File: config.mk
export PLATFORM = sky130hd
export DESIGN_NAME = operand_input_loader
export DESIGN_NICKNAME = d
export VERILOG_FILES = /design/src/rtl/cpu_input_pkg.sv /design/src/rtl/button_debouncer.sv /design/src/rtl/operand_input_loader.sv
export SDC_FILE = /design/constraint.sdc
export NUM_CORES = 1
export LEC_CHECK = 0
export ABC_AREA = 0
export CORE_ASPECT_RATIO = 0.9
export CORE_MARGIN = 10
export CORE_UTILIZATION = 55
export DETAILED_ROUTE_END_ITERATION = 6
export DONT_BUFFER_PORTS = 1
export GPL_ROUTABILITY_DRIVEN = 0
export GPL_TIMING_DRIVEN = 0
export MAX_ROUTING_LAYER = met4
export PLACE_DENSITY_LB_ADDON = 0.3
export RECOVER_POWER = 25
export SETUP_SLACK_MARGIN = 0.5
export SLEW_MARGIN = 10
export SYNTH_ARGS = -nofsm -noshare
export SYNTH_HDL_FRONTEND = slang
export SYNTH_SLANG_ARGS = --single-unit
export TNS_END_PERCENT = 50
File: constraint.sdc
create_clock -name clk -period 3.4 [get_ports clk]
set_input_delay 0.34 -clock clk [delete_from_list [all_inputs] [get_ports clk]]
set_output_delay 0.34 -clock clk [all_outputs]
set_load 0.03 [all_outputs]
File: src/rtl/cpu_input_pkg.sv
// Shared types and constants for the front-panel operand input stage.
package cpu_input_pkg;

  typedef enum logic [1:0] {
    IDLE,
    PRESS_WAIT,
    HELD,
    RELEASE_WAIT
  } debounce_state_e;

  localparam int unsigned LD_A  = 0;
  localparam int unsigned LD_B  = 1;
  localparam int unsigned LD_OP = 2;
  localparam int unsigned LD_W  = 3;

  localparam int unsigned OPND_W = 10;
  localparam int unsigned OP_W   = 8;

endpackage

File: src/rtl/button_debouncer.sv
// Two-flop synchronizer plus press/release debounce FSM for one active-low button.
// Optional AUTO_REPEAT_EN adds periodic press events while the button stays held.
module button_debouncer
  import cpu_input_pkg::*;
#(
  parameter int unsigned DEBOUNCE_CYCLES = 500000,
  parameter int unsigned REPEAT_CYCLES   = 25000000
) (
  input  logic clk,
  input  logic reset,
  input  logic btn_n,
  output logic press,
  output logic held
);

  localparam int unsigned MAX_CYC = (DEBOUNCE_CYCLES > REPEAT_CYCLES) ? DEBOUNCE_CYCLES : REPEAT_CYCLES;
  localparam int unsigned CNT_W   = $clog2(MAX_CYC + 1);
  localparam logic [CNT_W-1:0] DB_LAST = CNT_W'(DEBOUNCE_CYCLES - 1);

  logic [1:0]       sync_q;
  logic             btn_sync;
  debounce_state_e  state_q, state_d;
  logic [CNT_W-1:0] cnt_q, cnt_d, cnt_inc;
  logic             press_d, held_d;

  // Synchronizer resets to the released level so reset never looks like a press.
  always_ff @(posedge clk) begin
    if (reset) sync_q <= 2'b11;
    else       sync_q <= {sync_q[0], btn_n};
  end

  assign btn_sync = sync_q[1];
  assign cnt_inc  = (cnt_q == '1) ? cnt_q : cnt_q + CNT_W'(1);

`ifdef AUTO_REPEAT_EN
  localparam logic [CNT_W-1:0] RPT_LAST = CNT_W'(REPEAT_CYCLES - 1);
  logic [CNT_W-1:0] rpt_q, rpt_d, rpt_inc;

  assign rpt_inc = (rpt_q == '1) ? rpt_q : rpt_q + CNT_W'(1);

  always_ff @(posedge clk) begin
    if (reset) rpt_q <= '0;
    else       rpt_q <= rpt_d;
  end
`endif

  always_ff @(posedge clk) begin
    if (reset) begin
      state_q <= IDLE;
      cnt_q   <= '0;
      press   <= 1'b0;
      held    <= 1'b0;
    end else begin
      state_q <= state_d;
      cnt_q   <= cnt_d;
      press   <= press_d;
      held    <= held_d;
    end
  end

  always_comb begin
    state_d = state_q;
    cnt_d   = cnt_q;
    press_d = 1'b0;
`ifdef AUTO_REPEAT_EN
    rpt_d   = '0;
`endif
    case (state_q)
      IDLE: begin
        if (!btn_sync) begin
          state_d = PRESS_WAIT;
          cnt_d   = '0;
        end
      end
      PRESS_WAIT: begin
        if (btn_sync) begin
          state_d = IDLE;
          cnt_d   = '0;
        end else if (cnt_inc >= DB_LAST) begin
          state_d = HELD;
          cnt_d   = '0;
          press_d = 1'b1;
        end else begin
          cnt_d = cnt_inc;
        end
      end
      HELD: begin
        if (btn_sync) begin
          state_d = RELEASE_WAIT;
          cnt_d   = '0;
        end else begin
`ifdef AUTO_REPEAT_EN
          if (rpt_q >= RPT_LAST) begin
            press_d = 1'b1;
            rpt_d   = '0;
          end else begin
            rpt_d = rpt_inc;
          end
`endif
        end
      end
      RELEASE_WAIT: begin
        if (!btn_sync) begin
          state_d = HELD;
          cnt_d   = '0;
        end else if (cnt_inc >= DB_LAST) begin
          state_d = IDLE;
          cnt_d   = '0;
        end else begin
          cnt_d = cnt_inc;
        end
      end
      default: begin
        state_d = IDLE;
        cnt_d   = '0;
      end
    endcase
    held_d = (state_d == HELD) || (state_d == RELEASE_WAIT);
  end

endmodule

File: src/rtl/operand_input_loader.sv
// Front-panel input stage: debounced buttons latch switch values into A/B/Op.
// Build with AUTO_REPEAT_EN defined to get auto-repeat loads while a button is held.
module operand_input_loader #(
  parameter int unsigned DATA_W          = 16,
  parameter int unsigned OPND_W          = cpu_input_pkg::OPND_W,
  parameter int unsigned OP_W            = cpu_input_pkg::OP_W,
  parameter int unsigned DEBOUNCE_CYCLES = 500000,
  parameter int unsigned REPEAT_CYCLES   = 25000000
) (
  input  logic              clk,
  input  logic              reset,
  input  logic [DATA_W-1:0] data_in,
  input  logic              A_button,
  input  logic              B_button,
  input  logic              Op_button,
  input  logic              cin_button,
  output logic [OPND_W-1:0] A,
  output logic [OPND_W-1:0] B,
  output logic [OP_W-1:0]   Op,
  output logic              cin,
  output logic [2:0]        load_strb,
  output logic              all_loaded
);

  import cpu_input_pkg::LD_A;
  import cpu_input_pkg::LD_B;
  import cpu_input_pkg::LD_OP;

  logic [DATA_W-1:0] data_s1, data_s2;
  logic [2:0]        press, held, loaded;
  logic              cin_press, cin_held;
  logic              unused;

  button_debouncer #(.DEBOUNCE_CYCLES(DEBOUNCE_CYCLES), .REPEAT_CYCLES(REPEAT_CYCLES)) u_db_a (
    .clk(clk), .reset(reset), .btn_n(A_button), .press(press[LD_A]), .held(held[LD_A])
  );
  button_debouncer #(.DEBOUNCE_CYCLES(DEBOUNCE_CYCLES), .REPEAT_CYCLES(REPEAT_CYCLES)) u_db_b (
    .clk(clk), .reset(reset), .btn_n(B_button), .press(press[LD_B]), .held(held[LD_B])
  );
  button_debouncer #(.DEBOUNCE_CYCLES(DEBOUNCE_CYCLES), .REPEAT_CYCLES(REPEAT_CYCLES)) u_db_op (
    .clk(clk), .reset(reset), .btn_n(Op_button), .press(press[LD_OP]), .held(held[LD_OP])
  );
  // Carry-in is a level only; its press pulse is deliberately ignored.
  button_debouncer #(.DEBOUNCE_CYCLES(DEBOUNCE_CYCLES), .REPEAT_CYCLES(REPEAT_CYCLES)) u_db_cin (
    .clk(clk), .reset(reset), .btn_n(cin_button), .press(cin_press), .held(cin_held)
  );

  assign unused = ^{held, cin_press, data_s2[DATA_W-1:OPND_W]};

  always_ff @(posedge clk) begin
    if (reset) begin
      data_s1 <= '0;
      data_s2 <= '0;
    end else begin
      data_s1 <= data_in;
      data_s2 <= data_s1;
    end
  end

  // All strobed registers load the same synchronized switch sample.
  always_ff @(posedge clk) begin
    if (reset) begin
      A          <= '0;
      B          <= '0;
      Op         <= '0;
      cin        <= 1'b0;
      load_strb  <= '0;
      loaded     <= '0;
      all_loaded <= 1'b0;
    end else begin
      load_strb  <= press;
      cin        <= cin_held;
      loaded     <= loaded | press;
      all_loaded <= &(loaded | press);
      if (press[LD_A])  A  <= data_s2[OPND_W-1:0];
      if (press[LD_B])  B  <= data_s2[OPND_W-1:0];
      if (press[LD_OP]) Op <= data_s2[OP_W-1:0];
    end
  end

endmodule

==> results of run 1 <==
-- placed cells by master, fill, tap and decap left out, types with 9 or more instances in the layout --
cell	count
o21ai_2	16
and2_1	26
mux2i_1	41
or3_1	16
nor3_1	24
clkbuf_1	20
buf_8	10
dfxtp_1	135
and3_1	9
or2_2	14
nor4_4	12
xnor2_1	25
dfxtp_2	33
a21oi_1	48
clkbuf_16	18
nand2_1	100
inv_1	17
buf_6	24
o21ai_0	28
a31oi_1	16
buf_2	10
nand3_2	17
nor2b_1	26
xor2_1	9
a21oi_2	16
buf_4	90
nand3_1	39
nand4_1	32
nor2_1	111
-- final timing paths --
kind / start / end / slack (ns) / cells after the start
hold reg to reg: u_db_op.sync_q[0]$_SDFF_PP1_ / u_db_op.sync_q[1]$_SDFF_PP1_ / 0.41 / 1
hold / removal: cin_button / u_db_cin.sync_q[0]$_SDFF_PP1_ / 0.02 / 1
setup reg to reg: u_db_a.cnt_q[12]$_SDFFE_PP0P_ / u_db_a.cnt_q[0]$_SDFFE_PP0P_ / -0.04 / 13
setup / recovery: u_db_a.cnt_q[12]$_SDFFE_PP0P_ / u_db_a.cnt_q[0]$_SDFFE_PP0P_ / -0.04 / 13
-- final cells by class --
cell class	count	area share (%)
clock buffer	19	3.79
sequential	176	30.1
clock inverter	13	1.23
timing repair buffer	102	7.11
tap	207	2.17
antenna	1	0.0209
buffer	62	4.19
multi-input combinational	834	50.8
inverter	18	0.586
-- sequential cells by signal, summed over array words and instances (netlist names), 10 cells and up, named ones only --
signal / flops
data_s2: 10
A: 10
u_db_b.cnt_q: 25
data_s1: 10
u_db_a.cnt_q: 25
u_db_cin.cnt_q: 25
B: 10
u_db_op.cnt_q: 25
-- routing by layer --
layer	GRT usage, %	vias up	routed length, µm
met4	5.61	0	567
met2	34.0	438	12900
li1	-	4198	-
met1	28.5	4276	11300
met5	-	-	0
met3	8.15	71	2660
-- logic make-up after synthesis --
logic type / Yosys count
buffers and inverters: 80
DFF: 176
xor gates and xnor gates: 38
muxes: 45
AOI/OAI and AO/OA: 223
adders and majority gates: 4
and+or+nand+nor: 524
-- power by group --
| part | internal, mW | total (mW) | leakage (nW) | switching, mW |
|---|---|---|---|---|
| clock | 1.08 | 2.01 | 0.290 | 0.931 |
| combinational | 0.0361 | 0.112 | 2.67 | 0.0763 |
| sequential | 2.07 | 2.08 | 1.45 | 0.0103 |
-- worst reg2reg max path, cell delays in order, from the launching register on --
cell and delay (ns):
dfxtp_2 0.33, buf_6 0.11, nand4_1 0.20, buf_4 0.23, nor4_4 0.31, buf_4 0.20
and4b_1 0.24, xor2_2 0.17, a221oi_2 0.25, nor3b_2 0.10, or3_4 0.38, buf_6 0.14
or4b_4 0.57, o21ai_2 0.15
-- timing repair --
action | 4_1_cts | 5_1_grt
endpoints found under the setup margin | 92 | 91
pin swaps | 32 | 86
setup buffers | 54 | 41
gates resized for setup | 100 | 231
gates cloned | 1 | 3
endpoints found under the hold margin | 3 | 0
hold buffers | 3 | 0
==> flow_summary.toml, run 1 <==
[worst_setup_path]
required_ns = 3.77
critPathCaptureType = "flop"
crit_chain = "buf_6, nand4_1, buf_4, nor4_4, buf_4, and4b_1, xor2_2, a221oi_2, nor3b_2, or3_4, buf_6, or4b_4, o21ai_2"
crit_family = "simple AND/OR/NAND/NOR gates"
worst_ep_arrival_time_ns = 3.81
path_max_fanout = 7
critical_path_buf_inv_count = 4
crit_slowest_cell = "or4b_4"
critPathMaxStageDelay_ns = 0.57
worst_setup_path_start_kind = "flop"
crit_type = "flop to flop"

[status]
status = "finished with violations"
violations = "negative setup slack"

[global_route]
grt_max_degree = 18
grt_pass1_wl_um = 40400
grt_pass1_vias = 8076
antenna_found_initial = 1
grt_usage_pct = 22.7
gr-total-overflow = 0

[clocking]
clk_latency_ns = 0.45
cts_buffers = 17
cts-root-buf = "clkbuf_16"
clk_pin_slew_worst_paths_ns = 0.07
htreeDepth = 4
clock_sinks = 176
cts_tree = "yes"
cts_max_path_buffers = 2

[final_layout]
multi_input_area_um2 = 6070
nFillCells = 1044
finalInstanceArea_um2 = 11900
fin_nets = 1237
drive_gt1_share_pct = 32.3
area_delta_synth_final_pct = 34.3
fin_cells = 1432
layout.area.seq_um2 = 3590
final_util_pct = 74.6

[worst_hold_path]
min_path_type = "input pin to flop"

[drt]
drc = 0
wire_per_inst_um = 19.1
vias = 8983
dr.pass1.iters = 6
drtIter0Drc = 1117
avgViaCountPerCell = 6.27
antenna_left = 0
drt-total-wl_um = 27400

[place]
place_hpwl_um = 15600
io_buffers = 0
dp_slack_ns = -0.420
dpl-instance-area_um2 = 9390
dp_cells = 1297

[timing]
finalClockSkew_ns = 0.00878
finalSetupViolations = 5
fin_ws_ns = -0.0387
period_share_pct = 101
whs_ns = 0.0188
drv_slew = 0
post-route-min-period_ns = 3.44
final-hold-violation-count = 0
timing.slew.headroom_pct = 35.0
tns_ns = -0.123
max_freq_mhz = 291
rsz0062_at_grt = "true"
tightestPinTransition_ns = 0.968

[die]
fp.dieW_um = 154
initial_utilization_pct = 55.5
std_cell_rows = 44
dieArea_um2 = 21700
coreArea_um2 = 16000
die_h_um = 141
pin_count = 55

[yosys]
synthFlopType = "dfxtp_1"
synth.top_cell.area_share_pct = 39.6
synthCells = 1090
yosys.area_share.adder_pct = 0.563
ys_top_cells_by_count = "176 x dfxtp_1, 118 x nor2_1, 109 x nand2_1, 66 x a21oi_1, 59 x nand3_1"
yosysUniqueCellTypes = 80
synth_top_family_by_area = "simple AND/OR/NAND/NOR gates"
syn_area_per_cell_um2 = 8.16
synth_xor_area_share_pct = 3.74
yosys.area_share.simple_pct = 31.1
synth_compound_area_share_pct = 16.2
yosysWarnings = 0
syn_area_um2 = 8900
yosysMostFrequentCell = "dfxtp_1"
yosys_register_bits = 176
muxShareOfSynthArea_pct = 5.09
syn-num-nets = 1116
synth_area_leaders = "dfxtp_1 40%, nor2_1 5.0%, mux2i_1 4.8%"
synth-seq-area-share_pct = 39.6
yosys.area.top_type = "dfxtp_1"
synth_edf_count = 0
async_flop_share_pct = 0

[power]
ir_worst_vdd_uv = 491
p_leak_nw = 4.41
power_mw = 4.20
p_per_area_nw_per_um2 = 352

[flow_run]
max-cap-violations = 0
Power figures use the tool's default switching activity.
==> inputs of run 2 (changes only) <==
Settings changed: SYNTH_HIERARCHICAL set to 1.
==> run 2 against run 1 <==
Net effect:
- the run ends with design-rule violations left
- via count down 4.7%
- cell area shrank 8.4%
- die area increased by 5.5%
- highest routed layer unchanged
==> flow_summary.toml, run 2 <==
[status]
status = "finished with violations"
violations = "design-rule violations"

[clocking]
cts-root-buf = "clkbuf_16"
cts_max_path_buffers = 2
cts_buffers = 17
clk_latency_ns = 0.44
clock_sinks = 176
htreeDepth = 4
clk_pin_slew_worst_paths_ns = 0.07
cts_tree = "yes"

[drt]
wire_per_inst_um = 17.8
drc = 3
dr.pass1.iters = 7
top_layer = "met4"
avgViaCountPerCell = 6.22
met3WireLength_um = 1820
vias = 8564
wl_met2_um = 11300
antenna_left = 0
wl_met1_um = 10900
drt-total-wl_um = 24500
drtIter0Drc = 1178

[global_route]
gr-total-overflow = 0
grt_usage_pct = 21.3
antenna_found_initial = 3
grt_pass1_vias = 7709
grt_max_degree = 17
grt_pass1_wl_um = 38500

[final_layout]
drive_gt1_share_pct = 21.8
layout_commonest_cell = "dfxtp_1"
finalInstanceArea_um2 = 10900
fin_nets = 1177
area_delta_synth_final_pct = 15.6
layout_common_cells = "158 x dfxtp_1, 94 x nand2_1, 84 x nor2_1"
final_util_pct = 64.8

[yosys]
synthCells = 1104
syn_area_per_cell_um2 = 8.57
syn-num-nets = 1130
syn_area_um2 = 9460
yosysWarnings = 6

[power]
ir_worst_vdd_uv = 418
netSwitchingFraction_pct = 22.8
internal_power_mw = 3.15
p_sw_uw = 930
p_clk_share_pct = 46.6
power_mw = 4.08
p_comb_share_pct = 2.2
seq_power_share_pct = 51.2
p_leak_nw = 3.80
p_per_area_nw_per_um2 = 372

[worst_setup_path]
path_max_fanout = 5
worst_setup_path_start_kind = "flop"
r2r_cells = 9
worst_ep_arrival_time_ns = 3.15
r2r_start = "u_db_cin/cnt_q[0]$_SDFFE_PP0P_"
critPathCaptureType = "flop"
crit_type = "flop to flop"
worstReg2RegEnd = "u_db_cin/held$_SDFF_PP0_"
ff2ff_setup_slack_ns = 0.56
required_ns = 3.71

[place]
dpl-instance-area_um2 = 9730
place_hpwl_um = 16400
io_buffers = 0

[die]
fp.dieW_um = 158
pin_count = 55
initial_utilization_pct = 56.0
dieArea_um2 = 22900
die_h_um = 144
std_cell_rows = 45
coreArea_um2 = 16900

[worst_hold_path]
min_path_type = "input pin to flop"
worstHoldEndpoint = "u_db_a/sync_q[0]$_SDFF_PP1_"
hold_depth = 1
min_from = "A_button"

[timing]
finalClockSkew_ns = 0.0123
period_share_pct = 83.5
finalSetupViolations = 0
drv_slew = 0
max_freq_mhz = 352
rsz0062_at_grt = "true"
final-hold-violation-count = 0
timing.slew.headroom_pct = 36.3
post-route-min-period_ns = 2.84
tns_ns = 0
tightestPinTransition_ns = 0.948
whs_ns = 0.0120

[flow_run]
max-cap-violations = 0
[run 2: cell count changes in the layout (fill, tap and decap cells not counted), sizes merged, moves of 18 or more]
cell    before  now
buf        135   63
o211ai       6   28
a31oi       21   40
a21oi       66   24
a211oi       6   24
[run 2: metrics by stage]
stage,instances,worst slack (ns)
2_1_floorplan,1104,0.725
4_1_cts,1355,0.469
5_1_grt,1377,0.400
3_3_place_gp,1315,0.286
6_report,1377,0.562
3_5_place_dp,1315,0.290
[run 2: layer usage]
metal  vias to the layer above  global-route usage, %
li1                       4143                      -
met5                         -                      -
met2                       354                   32.8
met3                        40                   4.87
met4                         0                   7.26
met1                      4027                   27.0
[run 2: worst max-delay path by stage]
stage                                          startpoint                              to  cells after the start
after global routing        u_db_op/cnt_q[2]$_SDFFE_PP0P_   u_db_op/state_q[1]$_SDFF_PP0_                      8
after floorplan           u_db_cin/cnt_q[11]$_SDFFE_PP0P_        u_db_cin/held$_SDFF_PP0_                     10
after CTS                  u_db_cin/cnt_q[0]$_SDFFE_PP0P_  u_db_cin/cnt_q[4]$_SDFFE_PP0P_                     10
final                      u_db_cin/cnt_q[0]$_SDFFE_PP0P_        u_db_cin/held$_SDFF_PP0_                      9
after detailed placement   u_db_cin/cnt_q[0]$_SDFFE_PP0P_        u_db_cin/held$_SDFF_PP0_                      9
after global placement     u_db_cin/cnt_q[0]$_SDFFE_PP0P_        u_db_cin/held$_SDFF_PP0_                      9
[run 2: power groups by stage]
stage | combinational (mW) | sequential, mW | clock (mW)
finish | 0.0899 | 2.09 | 1.90
global route | 0.0984 | 2.09 | 2.02
CTS | 0.0905 | 2.09 | 1.93
detailed placement | 0.0873 | 2.13 | 0
global placement | 0.0861 | 2.13 | 0
floorplan | 0.0617 | 2.13 | 0
[run 2: what timing repair did]
action / CTS / global route
resized for setup: 16 / 102
pin swaps: 5 / 21
setup endpoints to repair: 61 / 87
endpoints found under the hold margin: 3 / 0
hold buffers: 3 / 0
setup buffers: 5 / 18
gates cloned: 0 / 2
[run 2: critical path, stage by stage, from the launching register on]
cell      delay (ns)
dfxtp_1         0.41
ha_2            0.27
and4_1          0.32
nand3_4         0.16
o311ai_4        0.32
a21oi_1         0.12
a211oi_2        0.28
o221ai_2        0.20
a21boi_2        0.24
mux2_1          0.38
[run 2: cell type report]
type | instances | area (µm²)
inverters | 24 | 90.1
repair buffers | 28 | 213
fillers | 1365 | 5950
clock inverters | 14 | 130
clock buffers | 18 | 439
diodes | 2 | 5.00
flip-flops and latches | 176 | 3550
multi-input cells | 835 | 5830
plain buffers | 69 | 427
well taps | 211 | 264
